## src/rtl/ice_fm_rx.sv

```systemverilog
// ice_fm_rx -- FM receive front end.
//   Counts rising edges of the asynchronous i_rf input over a fixed gate
//   window, converts the count to a saturated signed deviation about CENTER
//   and ships each sample to the host as an 8N1 UART byte.
// Ports:
//   i_clk     system clock (only clock domain)
//   i_rst     asynchronous active-high reset
//   i_rf      digitised FM input, asynchronous to i_clk
//   o_sample  signed 8-bit deviation of the last completed window
//   o_valid   one-cycle strobe when o_sample updates
//   o_tx      UART serial output, idle high
//   o_busy    high while a UART frame is in progress
//   o_ovf     sticky: a sample was dropped because the UART was busy
module ice_fm_rx #(
    parameter int unsigned GATE_CYCLES = 12000,
    parameter int unsigned CENTER      = 100,
    parameter int unsigned BAUD_DIV    = 104
) (
    input  logic       i_clk,
    input  logic       i_rst,
    input  logic       i_rf,
    output logic [7:0] o_sample,
    output logic       o_valid,
    output logic       o_tx,
    output logic       o_busy,
    output logic       o_ovf
);

    localparam int unsigned GW = (GATE_CYCLES > 1) ? $clog2(GATE_CYCLES) : 1;
    localparam int unsigned BW = (BAUD_DIV > 1) ? $clog2(BAUD_DIV) : 1;

    typedef enum logic [1:0] {
        S_IDLE,
        S_START,
        S_DATA,
        S_STOP
    } state_t;

    // Input conditioning and measurement
    logic               sync1_q, sync2_q, hist_q;
    logic               rise;
    logic [GW-1:0]      gate_q, gate_d;
    logic               terminal;
    logic [15:0]        edge_q, edge_d, edge_inc;
    logic signed [16:0] diff;
    logic [7:0]         sat;
    logic [7:0]         sample_q, sample_d;
    logic               valid_q, valid_d;

    // UART transmitter
    state_t             state_q, state_d;
    logic [BW-1:0]      baud_q, baud_d;
    logic [2:0]         bit_q, bit_d;
    logic [7:0]         shift_q, shift_d;
    logic               tx_q, tx_d;
    logic               busy_q, busy_d;
    logic               ovf_q, ovf_d;
    logic               baud_last;

    assign rise     = sync2_q & ~hist_q;
    assign terminal = (gate_q == GW'(GATE_CYCLES - 1));

    always_comb begin
        edge_inc = edge_q;
        if (rise && (edge_q != 16'hFFFF)) begin
            edge_inc = edge_q + 16'd1;
        end
        // Capture uses edge_inc so an edge landing on the terminal cycle is
        // counted in this window, while the counter restarts from zero next.
        gate_d   = terminal ? '0 : gate_q + GW'(1);
        edge_d   = terminal ? '0 : edge_inc;
        diff     = $signed({1'b0, edge_inc}) - $signed(17'(CENTER));
        if (diff > 17'sd127) begin
            sat = 8'h7F;
        end else if (diff < -17'sd128) begin
            sat = 8'h80;
        end else begin
            sat = diff[7:0];
        end
        sample_d = terminal ? sat : sample_q;
        valid_d  = terminal;
    end

    assign baud_last = (baud_q == BW'(BAUD_DIV - 1));

    always_comb begin
        state_d = state_q;
        baud_d  = baud_q;
        bit_d   = bit_q;
        shift_d = shift_q;
        ovf_d   = ovf_q | (valid_q && (state_q != S_IDLE));
        case (state_q)
            S_IDLE: begin
                if (valid_q) begin
                    state_d = S_START;
                    shift_d = sample_q;
                    baud_d  = '0;
                end
            end
            S_START: begin
                if (baud_last) begin
                    state_d = S_DATA;
                    baud_d  = '0;
                    bit_d   = '0;
                end else begin
                    baud_d = baud_q + BW'(1);
                end
            end
            S_DATA: begin
                if (baud_last) begin
                    baud_d  = '0;
                    shift_d = {1'b0, shift_q[7:1]};
                    if (bit_q == 3'd7) begin
                        state_d = S_STOP;
                    end else begin
                        bit_d = bit_q + 3'd1;
                    end
                end else begin
                    baud_d = baud_q + BW'(1);
                end
            end
            S_STOP: begin
                if (baud_last) begin
                    state_d = S_IDLE;
                    baud_d  = '0;
                end else begin
                    baud_d = baud_q + BW'(1);
                end
            end
            default: state_d = S_IDLE;
        endcase
        // Line and busy are registered from the next state so o_tx cannot
        // glitch while the state encoding changes.
        case (state_d)
            S_START: tx_d = 1'b0;
            S_DATA:  tx_d = shift_d[0];
            default: tx_d = 1'b1;
        endcase
        busy_d = (state_d != S_IDLE);
    end

    always_ff @(posedge i_clk or posedge i_rst) begin
        if (i_rst) begin
            sync1_q  <= 1'b0;
            sync2_q  <= 1'b0;
            hist_q   <= 1'b0;
            gate_q   <= '0;
            edge_q   <= '0;
            sample_q <= '0;
            valid_q  <= 1'b0;
            state_q  <= S_IDLE;
            baud_q   <= '0;
            bit_q    <= '0;
            shift_q  <= '0;
            tx_q     <= 1'b1;
            busy_q   <= 1'b0;
            ovf_q    <= 1'b0;
        end else begin
            sync1_q  <= i_rf;
            sync2_q  <= sync1_q;
            hist_q   <= sync2_q;
            gate_q   <= gate_d;
            edge_q   <= edge_d;
            sample_q <= sample_d;
            valid_q  <= valid_d;
            state_q  <= state_d;
            baud_q   <= baud_d;
            bit_q    <= bit_d;
            shift_q  <= shift_d;
            tx_q     <= tx_d;
            busy_q   <= busy_d;
            ovf_q    <= ovf_d;
        end
    end

    assign o_sample = sample_q;
    assign o_valid  = valid_q;
    assign o_tx     = tx_q;
    assign o_busy   = busy_q;
    assign o_ovf    = ovf_q;

endmodule

```

## config.mk

```make
export PLATFORM = sky130hd
export DESIGN_NAME = ice_fm_rx
export DESIGN_NICKNAME = d
export VERILOG_FILES = /design/src/rtl/ice_fm_rx.sv
export SDC_FILE = /design/constraint.sdc
export NUM_CORES = 1
export LEC_CHECK = 0
export CORE_ASPECT_RATIO = 1.2
export CORE_UTILIZATION = 61
export DETAILED_ROUTE_END_ITERATION = 12
export GPL_ROUTABILITY_DRIVEN = 0
export PLACE_DENSITY = 0.8
export SYNTH_ARGS = -nofsm -noshare
export SYNTH_HDL_FRONTEND = slang
export SYNTH_SLANG_ARGS = --single-unit
```

## constraint.sdc

```tcl
create_clock -name i_clk -period 4.65 [get_ports i_clk]
set_input_delay 0.93 -clock i_clk [delete_from_list [all_inputs] [get_ports i_clk]]
set_output_delay 0.93 -clock i_clk [all_outputs]
set_load 0.03 [all_outputs]
```

==> flow_summary_export.csv, run 1 <==
group,metric,value,unit
worst_setup_path,worst_setup_path_start_kind,"flip-flop",
routing,firstDrtPassIters,5,
floorplanning,boundaryPins,15,
synth,synth_top_family_by_area,"simple AND/OR/NAND/NOR gates",
floorplanning,initial_core_util,64.3,%
routing,routedWlPerCell,16.0,µm
timing,worst_pin_slew,0.971,ns
clocking,numCtsBuffers,9,
routing,routed_wl,7940,µm
placed_design,dp_slack,0.901,ns
synth,syn_inst,401,
synth,synth_xor_area_share,5.89,%
clocking,path_clk_slew,0.07,ns
synth,async_reset_ff_share,100,%
clocking,cts_max_level,3,
timing,max_freq,259,MHz
synth,synth-edff-count,0,
worst_setup_path,r2r_start,"edge_q[0]",
synth,ys_seq_area_share,43.8,%
finish,nets,421,
routing,vias,3069,
synth,synth_ff_type,"dfrtp_1",
synth,synth_cell_type_count,67,
global_routing,antenna_found_initial,0,
worst_setup_path,cpMostUsedCell,"ha_1",
clocking,clock_path_buffers,2,
worst_setup_path,rrSetupSlack,0.79,ns
floorplanning,dieArea,6410,µm²
timing,rsz0062_at_grt,"false",
synth,synth.area.mux_share,1.99,%
routing,ant_nets,0,
timing,finalSetupTns,0,ns
timing,period_share,83.0,%
worst_setup_path,cp_max_fo,8,
timing,fin_skew,0.0122,ns
routing,via_per_inst,6.18,
worst_setup_path,reg2reg_to,"o_sample[7]",
worst_setup_path,crit_chain,"ha_1 -> nand3_1 -> o41ai_2 -> nor2_1 -> xnor2_1 -> ha_1 -> nand4_1 -> o21ai_1 -> o31ai_1 -> o21a_1 -> or4_1 -> a21oi_2 -> o21bai_1",
clocking,cts.sinks,65,
power,p_per_area,357,nW/µm²
global_routing,gr-total-overflow,0,
clocking,clk_latency,0.35,ns
worst_setup_path,end_kind,"flip-flop",
worst_setup_path,critPathKind,"flip-flop to flip-flop",
worst_hold_path,min_to,"sync2_q",
worst_hold_path,hold_class,"flip-flop to flip-flop",
timing,setup_ws,0.790,ns
placed_design,port_buffers,14,
worst_setup_path,required,4.93,ns
worst_hold_path,whs_path_depth,0,
clocking,cts_setup_buffers,0,
floorplanning,die_y,87.5,µm
power,ir_worst_vdd,321,µV
finish,drive_gt1_share,9.83,%
clocking,cts-root-buf,"clkbuf_8",
placed_design,dp_hpwl,5700,µm
clocking,cts_tree,"built",
finish,antenna_cells,0,
synth,synthAdderAreaFrac,2.02,%
timing,setup_viol,0,
floorplanning,rows,30,
timing,report.final.slew_viol_count,0,
power,p_leak,1.79,nW
worst_setup_path,critPathBufInv,0,
global_routing,grt_max_degree,36,
global_routing,grt_pass1_vias,2947,
worst_setup_path,crit_family,"compound AO/OA/AOI/OAI gates",
synth,netlist_area,3720,µm²
synth,syn_nets,410,
routing,drt_iter0_drc,229,
worst_setup_path,critPathSlowestCell,"or4_1",
synth,synthSimpleGateAreaFrac,26.6,%
clocking,ctsResizeCount,0,
worst_setup_path,reg2regPathDepth,13,
timing,period_minus_slack,3.86,ns
synth,ys_warn_count,0,
routing,drc,0,
synth,syn_area_per_cell,9.27,µm²
timing,slew_headroom,35.2,%
finish,regArea,1630,µm²
synth,synth_seq_cells,65,
clocking,postCtsHoldBufs,0,
floorplanning,core_area,5780,µm²
flow_run,cap_violations,0,
worst_hold_path,hp-start,"sync1_q",
finish,n_fill_cell,438,
worst_setup_path,arrival,4.14,ns
global_routing,grt_pass1_wl,13400,µm
global_routing,grtUsageTotal,27.5,%
finish,multiInputGateArea,1980,µm²
synth,synth-compound-area-share,16.7,%
worst_setup_path,slowest_delay,0.53,ns
floorplanning,die_x,73.3,µm
status,status,"completed",
finish,syn_to_final_growth,12.2,%
timing,hold_viol_final,0,
==> placed cells by master, fill, tap and decap left out, types with 7 or more instances in the layout <==
cell,Yosys,layout
clkdlybuf4s50_1,0,14
xor2_1,12,12
nor2_1,48,48
a22oi_1,9,9
a21oi_1,8,8
xnor2_1,13,13
nand4_1,8,8
inv_1,8,7
clkbuf_8,0,10
a211oi_1,10,10
nor3_1,11,11
nand2_1,42,42
nor2b_1,7,7
nand2b_1,7,7
nand3_1,21,21
o21ai_0,26,26
dfrtp_1,64,64
==> sequential cells by signal (all words and copies together), names as in the netlist <==
name,flops
baud_q,7
bit_q,3
o_busy,1
edge_q,16
hist_q,1
sync2_q,1
shift_q,8
gate_q,14
o_ovf,1
o_valid,1
sync1_q,1
o_sample,8
o_tx,1
state_q,2
==> where the power goes <==
group | internal [W] | switching [W]
Combinational | 0.0000727 | 0.000116
Sequential | 0.000587 | 0.0000519
Clock | 0.000428 | 0.000231
==> cells by family after synthesis <==
group           after synthesis
buf+inv                      24
fa+ha+maj                     6
simple gates                186
mux                           7
compound gates               88
xor+xnor                     25
flops                        65
==> cell type report <==
| class | count | share of cell area (%) |
|---|---|---|
| multi-input cells | 312 | 47.5 |
| flip-flops and latches | 65 | 39.1 |
| repair buffers | 16 | 3.72 |
| clock buffers | 10 | 3.30 |
| clock inverters | 6 | 3.30 |
| well taps | 80 | 2.40 |
| inverters | 8 | 0.721 |
==> how the worst max path moves through the flow <==
stage / start / end / slack, ns / cells past startpoint
6_report: edge_q[0] / o_sample[7] / 0.79 / 13
5_1_grt: edge_q[0] / o_sample[7] / 0.45 / 13
4_1_cts: edge_q[0] / o_sample[7] / 0.83 / 13
3_5_place_dp: edge_q[0] / o_sample[7] / 0.90 / 13
3_3_place_gp: edge_q[0] / o_sample[7] / 1.08 / 13
2_1_floorplan: edge_q[0] / o_sample[7] / 1.05 / 14
==> per-stage QoR <==
step / utilization [%] / std cells / instance area [µm²] / power [W] / hold WS [ns]
finish: 72.1 / 497 / 4170 / 0.00149 / 0.364
global route: 72.1 / 497 / 4170 / 0.00154 / 0.375
CTS: 72.1 / 497 / 4170 / 0.00149 / 0.365
detailed placement: 67.3 / 481 / 3890 / 0.000832 / 0.336
global placement: 67.3 / 481 / 3890 / 0.000826 / 0.344
floorplan: - / 401 / 3720 / 0.000794 / 0.331
==> cells in the mapped netlist, types with 3 or more instances <==
| cell | instances | area, µm² |
|---|---|---|
| dfrtp_1 | 64 | 1600 |
| nor2_1 | 48 | 180 |
| nand2_1 | 42 | 158 |
| o21ai_0 | 26 | 130 |
| nand3_1 | 21 | 105 |
| xnor2_1 | 13 | 114 |
| xor2_1 | 12 | 105 |
| nor3_1 | 11 | 55.1 |
| a211oi_1 | 10 | 75.1 |
| a22oi_1 | 9 | 67.6 |
| a21oi_1 | 8 | 40.0 |
| inv_1 | 8 | 30.0 |
| nand4_1 | 8 | 50.1 |
| nand2b_1 | 7 | 43.8 |
| nor2b_1 | 7 | 43.8 |
| a31oi_1 | 6 | 37.5 |
| and3_1 | 6 | 37.5 |
| buf_2 | 6 | 30.0 |
| ha_1 | 6 | 75.1 |
| mux2i_1 | 6 | 60.1 |
| clkbuf_1 | 5 | 18.8 |
| o31ai_1 | 5 | 37.5 |
| and2_1 | 4 | 25.0 |
| and4_1 | 4 | 35.0 |
| or3_1 | 4 | 25.0 |
| buf_4 | 3 | 22.5 |
| nand3b_1 | 3 | 22.5 |
| nor4_1 | 3 | 18.8 |
==> layer usage <==
layer	GRT usage (%)	share of wire, %	up-vias
met5	0	0	-
met4	11.4	2.1	0
met3	5.21	4.9	21
met2	48.1	51	87
met1	33.0	42	1481
li1	-	-	1480
Note: power is estimated with default switching activity, not from simulation.
==> run 2, diff against run 1 <==
- CORE_UTILIZATION: 61 -> 55
- PLACE_DENSITY: 0.8 -> 0.76
- clock period: 4.65 -> 3.3 ns (I/O delays scaled with it)
==> flow_summary_export.csv, run 2 (synthesized netlist as in run 1, its figures left out) <==
group,metric,value,unit
finish,biggestRegsByFlops,"edge_q: 16 flops, gate_q: 14 flops",
floorplanning,die_x,77.0,µm
timing,holdWs,0.353,ns
clocking,cts_tree,"built",
status,status,"completed",
power,p_clk_share,32.0,%
finish,nets,443,
clocking,cts_max_level,3,
routing,routedWlPerCell,16.1,µm
floorplanning,boundaryPins,15,
timing,setup_ws,0.145,ns
worst_setup_path,end_kind,"flip-flop",
finish,drive_gt1_share,19.6,%
clocking,clk_latency,0.35,ns
power,p_switching,0.000616,W
worst_hold_path,hold_class,"flip-flop to flip-flop",
clocking,numCtsBuffers,9,
worst_setup_path,r2r_start,"edge_q[1]",
timing,hold_viol_final,0,
clocking,cts-root-buf,"clkbuf_8",
timing,setup_viol,0,
global_routing,grt_max_degree,45,
routing,firstDrtPassIters,5,
placed_design,port_buffers,14,
worst_setup_path,worst_setup_path_start_kind,"flip-flop",
timing,period_share,95.6,%
power,power_frac_seq,46.6,%
worst_setup_path,cp_max_fo,7,
floorplanning,die_y,92.0,µm
global_routing,grt_pass1_vias,2973,
flow_run,cap_violations,0,
global_routing,grtUsageTotal,26.1,%
power,design_power_total,0.00193,W
worst_setup_path,critPathKind,"flip-flop to flip-flop",
clocking,path_clk_slew,0.08,ns
routing,vias,3157,
clocking,clock_path_buffers,2,
power,p_per_area,444,nW/µm²
routing,ant_nets,0,
routing,routed_wl,8450,µm
timing,max_freq,317,MHz
timing,fin_skew,0.0140,ns
clocking,cts.sinks,65,
timing,slew_headroom,57.9,%
worst_hold_path,hp-start,"sync1_q",
power,ir_worst_vdd,259,µV
floorplanning,dieArea,7090,µm²
worst_setup_path,arrival,3.38,ns
power,p_leak,1.86,nW
finish,syn_to_final_growth,17.3,%
floorplanning,initial_core_util,57.3,%
floorplanning,rows,32,
finish,layout_common_cells,"dfrtp_1 (54), nor2_1 (47), nand2_1 (42), o21ai_0 (25), buf_4 (23)",
timing,worst_pin_slew,0.627,ns
power,comb_power_share,21.4,%
power,internal_power,0.00132,W
finish,antenna_cells,0,
global_routing,gr-total-overflow,0,
placed_design,dp_hpwl,6080,µm
finish,largest_register,"edge_q",
floorplanning,core_area,6490,µm²
global_routing,antenna_found_initial,0,
timing,report.final.slew_viol_count,0,
timing,period_minus_slack,3.15,ns
worst_setup_path,startpoint,"edge_q[1]",
finish,final_common_cell,"dfrtp_1",
routing,via_per_inst,6.02,
power,switching_share,31.9,%
clocking,postCtsHoldBufs,0,
worst_setup_path,required,3.53,ns
global_routing,grt_pass1_wl,14400,µm
finish,largest_register_ffs,16,
placed_design,dp_slack,0.0905,ns
routing,drc,0,
routing,drt_iter0_drc,237,
-- run 2: final timing paths --
kind	end	slack, ns	cells past startpoint
min	sync2_q	0.35	0
max reg2reg	o_sample[3]	0.15	11
min in group asynchronous	edge_q[8]	0.66	2
max	o_sample[3]	0.15	11
max in group asynchronous	o_tx	1.99	3
min reg2reg	sync2_q	0.35	0
-- run 2: final cells by class --
class	instances	area [µm²]
multi-input cells	312	2070
clock inverters	6	43.8
flip-flops and latches	65	1640
clock buffers	10	138
fillers	537	2130
inverters	8	30.0
well taps	85	106
repair buffers	38	333
-- run 2: per-stage QoR --
stage,cell area [µm²],instances,utilization [%],TNS [ns]
3_3_place_gp,4090,504,63.1,0
5_1_grt,4360,524,67.2,-0.164
6_report,4360,524,67.2,0
2_1_floorplan,3760,401,-,0
3_5_place_dp,4090,504,63.1,0
4_1_cts,4270,520,65.9,0
-- run 2: timing repair --
item	in CTS	in global routing
buffers inserted	0	4
resized for setup	0	19
endpoints found under the setup margin	0	8
-- run 2: critical path: stages, from the launching register on --
cell and delay (ns):
dfrtp_2 0.46, ha_4 0.19, and3_2 0.26, a41o_1 0.28
mux2i_1 0.24, or3_4 0.46, and4_4 0.16, a2111oi_2 0.36
o2111ai_1 0.21, a21oi_2 0.16, buf_4 0.18, a211oi_1 0.08
-- run 2: layer usage --
metal  up-vias  routed length (µm)  global-route usage (%)
met5         -                   0                       0
met4         0                 247                    12.9
met3        26                 292                    3.98
met2        93                4210                    43.2
met1      1509                3700                    33.4
li1       1529                   -                       -
-- run 2: power by group through the flow --
| stage | clock (W) | combinational [W] | sequential (W) |
|---|---|---|---|
| global route | 0.000669 | 0.000460 | 0.000905 |
| floorplan | 0 | 0.000282 | 0.000876 |
| detailed placement | 0 | 0.000365 | 0.000909 |
| CTS | 0.000636 | 0.000369 | 0.000894 |
| finish | 0.000618 | 0.000415 | 0.000900 |
| global placement | 0 | 0.000364 | 0.000909 |
